<file path="src/rtl/fifo_uart_tx.sv">
// 8N1 UART transmitter that pops bytes from a FIFO read port with a one-cycle strobe
// and sends them back to back while data is available and enable is high.
module fifo_uart_tx #(
    parameter int unsigned CLKS_PER_BIT = 5208,
    parameter int unsigned COUNT_W      = 16
) (
    input  logic               clk,
    input  logic               reset,
    input  logic [7:0]         fifoData,
    input  logic               fifoEmpty,
    output logic               fifoRe,
    input  logic               enable,
    output logic               tx,
    output logic               busy,
    output logic               frameDone,
    output logic [COUNT_W-1:0] sentCount
);

    localparam int unsigned BaudW = (CLKS_PER_BIT > 1) ? $clog2(CLKS_PER_BIT) : 1;
    localparam logic [BaudW-1:0] BaudLast = BaudW'(CLKS_PER_BIT - 1);

    typedef enum logic [1:0] {StIdle, StStart, StData, StStop} state_e;

    state_e             state_q, state_d;
    logic [BaudW-1:0]   baud_q, baud_d;
    logic [2:0]         bit_q, bit_d;
    logic [7:0]         shift_q, shift_d;
    logic               fifo_re_q, fifo_re_d;
    logic [COUNT_W-1:0] sent_q, sent_d;

    logic baud_last;
    logic stop_last;
    logic launch;

    assign baud_last = (baud_q == BaudLast);
    assign stop_last = (state_q == StStop) && baud_last;
    // Launch is only sampled in IDLE or the last stop cycle, so the FIFO pop cycle is never seen.
    assign launch    = enable && !fifoEmpty && ((state_q == StIdle) || stop_last);

    always_ff @(posedge clk or posedge reset) begin
        if (reset) begin
            state_q <= StIdle;
        end else begin
            state_q <= state_d;
        end
    end

    always_comb begin
        state_d = state_q;
        unique case (state_q)
            StIdle:  if (launch) state_d = StStart;
            StStart: if (baud_last) state_d = StData;
            StData:  if (baud_last && (bit_q == 3'd7)) state_d = StStop;
            StStop:  if (stop_last) state_d = launch ? StStart : StIdle;
            default: state_d = StIdle;
        endcase
    end

    always_comb begin
        baud_d    = baud_q;
        bit_d     = bit_q;
        shift_d   = shift_q;
        sent_d    = sent_q;
        fifo_re_d = launch;

        if ((state_q == StIdle) || baud_last) begin
            baud_d = '0;
        end else begin
            baud_d = baud_q + BaudW'(1);
        end

        if (launch) begin
            shift_d = fifoData;
            bit_d   = '0;
        end else if ((state_q == StData) && baud_last) begin
            bit_d = bit_q + 3'd1;
        end

        if (stop_last) begin
            sent_d = sent_q + COUNT_W'(1);
        end
    end

    always_ff @(posedge clk or posedge reset) begin
        if (reset) begin
            baud_q    <= '0;
            bit_q     <= '0;
            shift_q   <= '0;
            fifo_re_q <= 1'b0;
            sent_q    <= '0;
        end else begin
            baud_q    <= baud_d;
            bit_q     <= bit_d;
            shift_q   <= shift_d;
            fifo_re_q <= fifo_re_d;
            sent_q    <= sent_d;
        end
    end

    // Line outputs decode the state register so reset drives them without a clock edge.
    always_comb begin
        tx        = 1'b1;
        busy      = 1'b1;
        frameDone = 1'b0;
        unique case (state_q)
            StIdle:  busy = 1'b0;
            StStart: tx = 1'b0;
            StData:  tx = shift_q[bit_q];
            StStop:  frameDone = baud_last;
            default: busy = 1'b0;
        endcase
    end

    assign fifoRe    = fifo_re_q;
    assign sentCount = sent_q;

endmodule

</file>
<file path="config.mk">
export PLATFORM = sky130hd
export DESIGN_NAME = fifo_uart_tx
export DESIGN_NICKNAME = d
export VERILOG_FILES = /design/src/rtl/fifo_uart_tx.sv
export SDC_FILE = /design/constraint.sdc
export NUM_CORES = 1
export LEC_CHECK = 0
export CAP_MARGIN = 20
export CORE_MARGIN = 5
export CORE_UTILIZATION = 55
export CTS_BUF_LIST = sky130_fd_sc_hd__clkbuf_4 sky130_fd_sc_hd__clkbuf_8
export DETAILED_ROUTE_END_ITERATION = 7
export GPL_TIMING_DRIVEN = 0
export PLACE_DENSITY = 0.81
export SYNTH_ARGS = -nofsm -noshare
export SYNTH_HDL_FRONTEND = slang
export SYNTH_SLANG_ARGS = --single-unit
</file>
<file path="constraint.sdc">
create_clock -name clk -period 5.3 [get_ports clk]
set_input_delay 1.06 -clock clk [delete_from_list [all_inputs] [get_ports clk]]
set_output_delay 1.06 -clock clk [all_outputs]
set_load 0.05 [all_outputs]
</file>
==> results of run 1 <==
==> cell type report <==
type / count / area [µm²]
plain buffers: 3 / 13.8
clock buffers: 6 / 76.3
clock inverters: 2 / 60.1
fillers: 308 / 1080
inverters: 11 / 41.3
multi-input cells: 137 / 1030
flip-flops and latches: 43 / 1080
well taps: 48 / 60.1
repair buffers: 31 / 310
==> layout by cell type (no fill, tap or decap), types with 3 or more instances in the layout <==
master	n
clkdlybuf4s50_1	31
clkbuf_8	5
xnor2_1	14
nand4bb_1	3
nand4_1	6
nand3_1	16
ha_1	9
and3_1	4
inv_1	10
nand2_1	11
a21oi_1	4
nor4_1	8
xor2_1	11
mux2_2	9
nor2_1	13
dfrtp_1	43
nor3_1	6
==> cell usage after synthesis (3+ instances only) <==
master and count:
dfrtp_1 43, nand3_1 16, xnor2_1 14, nor2_1 13
inv_1 11, nand2_1 11, xor2_1 11, ha_1 9
mux2_2 9, nor4_1 8, nand4_1 6, nor3_1 6
a21oi_1 4, and3_1 4, nand4bb_1 3
==> registers in the layout, indices dropped and copies added (netlist names) <==
name and cells:
sentCount 16, bit_q 3, fifoRe 1, baud_q 13, state_q 2, shift_q 8
==> how the worst max path moves through the flow <==
stage,from,to,slack [ns]
6_report,baud_q[0],frameDone,1.68
5_1_grt,baud_q[0],frameDone,1.52
4_1_cts,baud_q[0],frameDone,1.68
3_5_place_dp,baud_q[0],frameDone,2.07
3_3_place_gp,baud_q[0],frameDone,2.05
2_1_floorplan,bit_q[0],tx,2.61
==> critical path, cell delays in order (launching register included) <==
cell             delay (ns)
dfrtp_1                0.46
ha_1                   0.28
and4bb_2               0.28
nand4_1                0.15
buf_2                  0.23
inv_1                  0.06
clkdlybuf4s50_1        0.79
==> through the flow <==
stage | std cells | setup WS (ns)
final | 281 | 1.68
after global routing | 281 | 1.52
after CTS | 281 | 1.68
after detailed placement | 273 | 2.07
after global placement | 273 | 2.05
after floorplan | 194 | 2.61
==> metal layers <==
layer | part of all wire | track usage | vias to the layer above | routed length, µm
met3 | 0.048 | 0.0399 | 4 | 195
met4 | 0.010 | 0.0656 | 0 | 42
met1 | 0.50 | 0.249 | 741 | 2000
li1 | - | - | 774 | -
met2 | 0.44 | 0.246 | 35 | 1790
met5 | 0 | 0 | - | 0
==> report_power, final <==
| part | switching [W] | internal (W) |
|---|---|---|
| Clock | 0.000113 | 0.000193 |
| Sequential | 0.0000606 | 0.000392 |
| Combinational | 0.000171 | 0.000146 |
==> logic make-up after synthesis <==
kind of cell | count (synthesis)
DFF | 43
and+or+nand+nor | 76
buffers and inverters | 14
muxes | 14
AOI/OAI and AO/OA | 13
adders and majority gates | 9
xor gates and xnor gates | 25
==> summary.md, run 1 <==
| Metric | Value |
|---|---|
| Outcome | `finished, final reports clean` |
| Synth warnings | `0` |
| Maximum number of pins on one net before global-route repair | `44` |
| Min-Delay Path Class | `flip-flop to flip-flop` |
| Ranking of synthesized cells by area | `dfrtp_1 50%, xnor2_1 5.7%, ha_1 5.2%` |
| Flop2flop setup slack | `3.09 ns` |
| Critical Path RT | `4.24 ns` |
| Synth Area in Compound Gates | `0.0400` |
| Syn Nets | `215` |
| Design Power | `0.00108 W` |
| Synth Area in Simple Gates | `0.200` |
| Max Freq | `0.277 GHz` |
| Post-synthesis adder-cell area fraction | `0.0522` |
| Max FO, Critical Path | `10` |
| Finished Cell Area | `2660 µm²` |
| RR Endpoint | `baud_q[11]` |
| Slew headroom | `0.428` |
| Yosys top cell area share | `0.499` |
| TNS Setup | `0 ns` |
| Period utilization | `0.682` |
| First-pass GRT wire length | `7080 µm` |
| Pre-Repair DR Iteration Count | `4` |
| Dominant cell type by area after synthesis | `dfrtp_1` |
| Worst-Margin Slew | `0.857 ns` |
| Vias per cell | `5.53` |
| EDFF count, synth | `0` |
| Clock root buffer | `clkbuf_8` |
| Core footprint | `3740 µm²` |
| RSZ-0062 raised after global routing | `false` |
| WHS Path Cells | `1` |
| R2R depth | `5` |
| Starting DRT DRC Count | `65` |
| Final Hold Fails | `0` |
| Number of max-cap violations | `0` |
| CTS buffer count | `5` |
| GRT Total Usage | `0.171` |
| Layout cells sized above 1 | `0.107` |
| Main combinational cell family by area after synthesis | `simple AND/OR/NAND/NOR gates` |
| Unique masters post-synth | `35` |
| Hold slack final | `0.479 ns` |
| Syn Inst Count | `194` |
| Slew Viols, Final | `0` |
| Clock sinks | `43` |
| Worst skew pair latency | `0.30 ns` |
| Via count | `1,554` |
| Final wirelength | `4020 µm` |
| Mapped cell area | `2160 µm²` |
| Worst Path Arrival | `2.56 ns` |
| CTS tree | `built` |
| # DRC | `0` |
| Io pins | `32` |
| Clk slew on worst S/H paths | `0.08 ns` |
| Finished Core Util | `0.712` |
| Critical setup path kind | `flip-flop to output pin` |
| PwrDens | `404 nW/µm²` |
| Clock Skews | `0.00888 ns` |
| PortBufs | `31` |
| Hold endpoint | `sentCount[15]` |
| Wirelength per Cell | `14.3 µm` |
| ANT nets after route | `0` |
| Sequential-to-total area share from yosys stat | `0.499` |
| FF+latch count, synth | `43` |
| H-tree levels | `2` |
| Dpl cell area | `2530 µm²` |
| CTS Hold Buffers Added | `0` |
| RR Startpoint | `baud_q[0]` |
| Final GP Congestion | `0.839` |
| HP Start | `sentCount[15]` |
| CP endpoint kind | `output pin` |
| Die Span X | `72.6 µm` |
| Initial Utilization | `0.576` |
| # diodes | `0` |
| XOR/XNOR Fraction of Synth Area | `0.102` |
| Crit path time final | `3.62 ns` |
| Vias in the first global route | `1,511` |
| Final nets | `253` |
| Global route overflow | `0` |
| Prevailing post-synth register cell | `dfrtp_1` |
| DIE AREA | `5270 µm²` |
| Post-CTS setup repair buffer count | `0` |
| Post-DP HPWL | `2910 µm` |
| Post-Syn Area per Cell | `11.1 µm²` |
| FP Rows | `22` |
| CP startpoint kind | `flip-flop` |
| Post-cts sizing count | `0` |
| VDD IR max | `0.323 mV` |
| Die Ht | `72.6 µm` |
| Post-synth ARST share | `1.00` |
| Synth-to-Final Area Change | `23.5%` |
| Initial antenna violation count | `0` |
| Clock Tree Buf Depth | `2` |
| Leak pwr | `1.15 nW` |
| Finish-stage setup viols | `0` |
| Post-synthesis mux area share | `0.0824` |
No activity file was read; power rests on OpenSTA's default activity.
==> inputs of run 2 (changes only) <==
--- a/config.mk
+++ b/config.mk
@@ -7,11 +7,11 @@
 export LEC_CHECK = 0
 export CAP_MARGIN = 20
 export CORE_MARGIN = 5
-export CORE_UTILIZATION = 55
+export CORE_UTILIZATION = 50
 export CTS_BUF_LIST = sky130_fd_sc_hd__clkbuf_4 sky130_fd_sc_hd__clkbuf_8
 export DETAILED_ROUTE_END_ITERATION = 7
 export GPL_TIMING_DRIVEN = 0
-export PLACE_DENSITY = 0.81
+export PLACE_DENSITY = 0.77
 export SYNTH_ARGS = -nofsm -noshare
 export SYNTH_HDL_FRONTEND = slang
 export SYNTH_SLANG_ARGS = --single-unit
==> constraint.sdc (replaced) <==
create_clock -name clk -period 3.1 [get_ports clk]
set_input_delay 0.62 -clock clk [delete_from_list [all_inputs] [get_ports clk]]
set_output_delay 0.62 -clock clk [all_outputs]
set_load 0.05 [all_outputs]
==> run 2 against run 1 <==
  * Sequential cell count stayed put
  * First-iteration DRC count is 22% lower
  * Via count is 0.51% higher
  * Sequential share of layout area is 0.73 points higher
  * Final area is 1.8% lower
  * Sequential power is 70% higher
  * Clock power is 16% higher
  * Critical path depth stayed put
  * Core utilization is 7.1 points lower
  * Final cell count is 0.36% higher
  * Wire length is 0.57% lower
  * Combinational power is 70% higher
  * Critical path type unchanged
  * Highest routed layer unchanged
==> summary.md, run 2 (synthesis results as in run 1) <==
| Metric | Value |
|---|---|
| VDD IR max | `0.695 mV` |
| Initial Utilization | `0.528` |
| PwrDens | `635 nW/µm²` |
| Max FO, Critical Path | `10` |
| Worst-Margin Slew | `0.869 ns` |
| CP startpoint kind | `flip-flop` |
| Initial antenna violation count | `0` |
| Final Hold Fails | `0` |
| Int Pwr | `0.00109 W` |
| Crit path time final | `2.86 ns` |
| Global route overflow | `0` |
| Max Freq | `0.350 GHz` |
| Clock Skews | `0.00421 ns` |
| Layout cells sized above 1 | `0.103` |
| Placed Cells | `275` |
| Clock root buffer | `clkbuf_8` |
| CTS tree | `built` |
| # DRC | `0` |
| Finish-stage setup viols | `0` |
| Flop2flop setup slack | `0.94 ns` |
| Vias in the first global route | `1,537` |
| # diodes | `0` |
| Max reg flops | `16` |
| H-tree levels | `2` |
| Maximum number of pins on one net before global-route repair | `44` |
| Area of the multi-input gates | `1030 µm²` |
| Sequential cell area | `1080 µm²` |
| Final wirelength | `4000 µm` |
| CP endpoint kind | `output pin` |
| Core footprint | `4090 µm²` |
| Crit-path leading delay family | `buffers and inverters` |
| Switch share | `0.342` |
| Final GP Congestion | `0.831` |
| Final nets | `253` |
| Critical setup path kind | `flip-flop to output pin` |
| Vias per cell | `5.54` |
| Critical Path RT | `2.48 ns` |
| Number of max-cap violations | `0` |
| Pre-Repair DR Iteration Count | `4` |
| Reg power frac | `0.462` |
| Die Span X | `75.7 µm` |
| Via count | `1,562` |
| First-pass GRT wire length | `7150 µm` |
| CTS buffer count | `5` |
| FP Rows | `23` |
| Outcome | `finished, final reports clean` |
| Layout fillers | `337` |
| Starting DRT DRC Count | `51` |
| Crit-path slowest cell | `dlygate4sd2_1` |
| RSZ-0062 raised after global routing | `false` |
| Io pins | `32` |
| ANT nets after route | `0` |
| Worst Path Arrival | `2.24 ns` |
| Slew headroom | `0.420` |
| Post-DP HPWL | `2950 µm` |
| Min-Delay Path Class | `flip-flop to flip-flop` |
| Clock Tree Buf Depth | `2` |
| Period utilization | `0.922` |
| PortBufs | `31` |
| DIE AREA | `5730 µm²` |
| Worst skew pair latency | `0.29 ns` |
| Synth-to-Final Area Change | `21.3%` |
| Sw Pwr | `0.000568 W` |
| GRT Total Usage | `0.163` |
| Clk network pwr share | `0.215` |
| Most frequent cells in the layout | `43 x dfrtp_1, 30 x clkdlybuf4s50_1, 16 x nand3_1, 14 x xnor2_1, 13 x nor2_1` |
| Bufs and invs on worst path | `3` |
| Post-CTS setup repair buffer count | `0` |
| Leak pwr | `1.14 nW` |
| Wirelength per Cell | `14.2 µm` |
| Die Ht | `75.7 µm` |
| Crit path cell chain | `ha_1 > and4bb_2 > nand4_1 > buf_2 > inv_1 > dlygate4sd2_1` |
| Logic pwr share | `0.323` |
| TNS Setup | `0 ns` |
| Critical Path Max Stage Delay | `0.52 ns` |
| Clock sinks | `43` |
| Commonest non-fill, non-tap cell in the layout | `dfrtp_1` |
| Final cell count without fillers | `282` |
| Slew Viols, Final | `0` |
| Clk slew on worst S/H paths | `0.07 ns` |
==> run 2: cell count changes in the layout (fill, tap and decap cells not counted) <==
cell | before | now
bufinv_16 | 2 | 0
clkbuf_4 | 1 | 0
clkbuf_8 | 5 | 6
clkdlybuf4s50_1 | 31 | 30
clkinv_2 | 0 | 1
dlygate4sd2_1 | 0 | 1
==> run 2: area by class of cell <==
| type | instances | area share |
|---|---|---|
| repair buffers | 31 | 0.118 |
| clock inverters | 1 | 0.00191 |
| flip-flops and latches | 43 | 0.411 |
| multi-input cells | 137 | 0.392 |
| plain buffers | 3 | 0.00526 |
| clock buffers | 6 | 0.0316 |
| well taps | 50 | 0.0239 |
| inverters | 11 | 0.0158 |
==> run 2: timing repair <==
action | 4_1_cts | 5_1_grt
setup endpoints to repair | 1 | 0
resized for setup | 1 | 0
hold buffers | 0 | 0
==> run 2: path summary, 6_finish.rpt <==
| path | from | end | cells past startpoint |
|---|---|---|---|
| min | sentCount[15] | sentCount[15] | 1 |
| max | baud_q[0] | frameDone | 6 |
| max reg2reg | baud_q[0] | state_q[1] | 5 |
| max in group asynchronous | reset | baud_q[11] | 2 |
| min reg2reg | sentCount[15] | sentCount[15] | 1 |
| min in group asynchronous | reset | shift_q[1] | 2 |
==> run 2: per-layer routing <==
metal  global-route usage  up-vias  wire length (µm)
met3               0.0369        4               199
li1                     -      775                 -
met1                0.230      747              1920
met4               0.0544        0                59
met5                    0        -                 0
met2                0.248       36              1820
==> run 2: power groups by stage <==
stage	registers, W	clock network [W]	logic, W
after floorplan	0.000758	0	0.000412
after global placement	0.000775	0	0.000528
after detailed placement	0.000776	0	0.000543
after CTS	0.000769	0.000363	0.000542
after global routing	0.000789	0.000389	0.000599
final	0.000768	0.000357	0.000537
==> run 2: metrics by stage <==
step	setup WS, ns	area (µm²)	utilization	hold WS, ns	total power, W
detailed placement	0.279	2530	0.619	0.464	0.00132
CTS	0.216	2620	0.640	0.474	0.00167
floorplan	0.851	2160	-	0.475	0.00117
global placement	0.274	2530	0.619	0.455	0.00130
finish	0.241	2620	0.640	0.473	0.00166
global route	0.0737	2620	0.640	0.483	0.00178
==> run 2: worst register-to-register path, delay by kind of cell, from the launching register on <==
family	cells	cell delay [ns]
adder cells (fa/ha/maj)	1	0.27
AND/OR/NAND/NOR	2	0.49
flip-flops	1	0.44
multiplexers	1	0.33
AO/OA/AOI/OAI	1	0.52
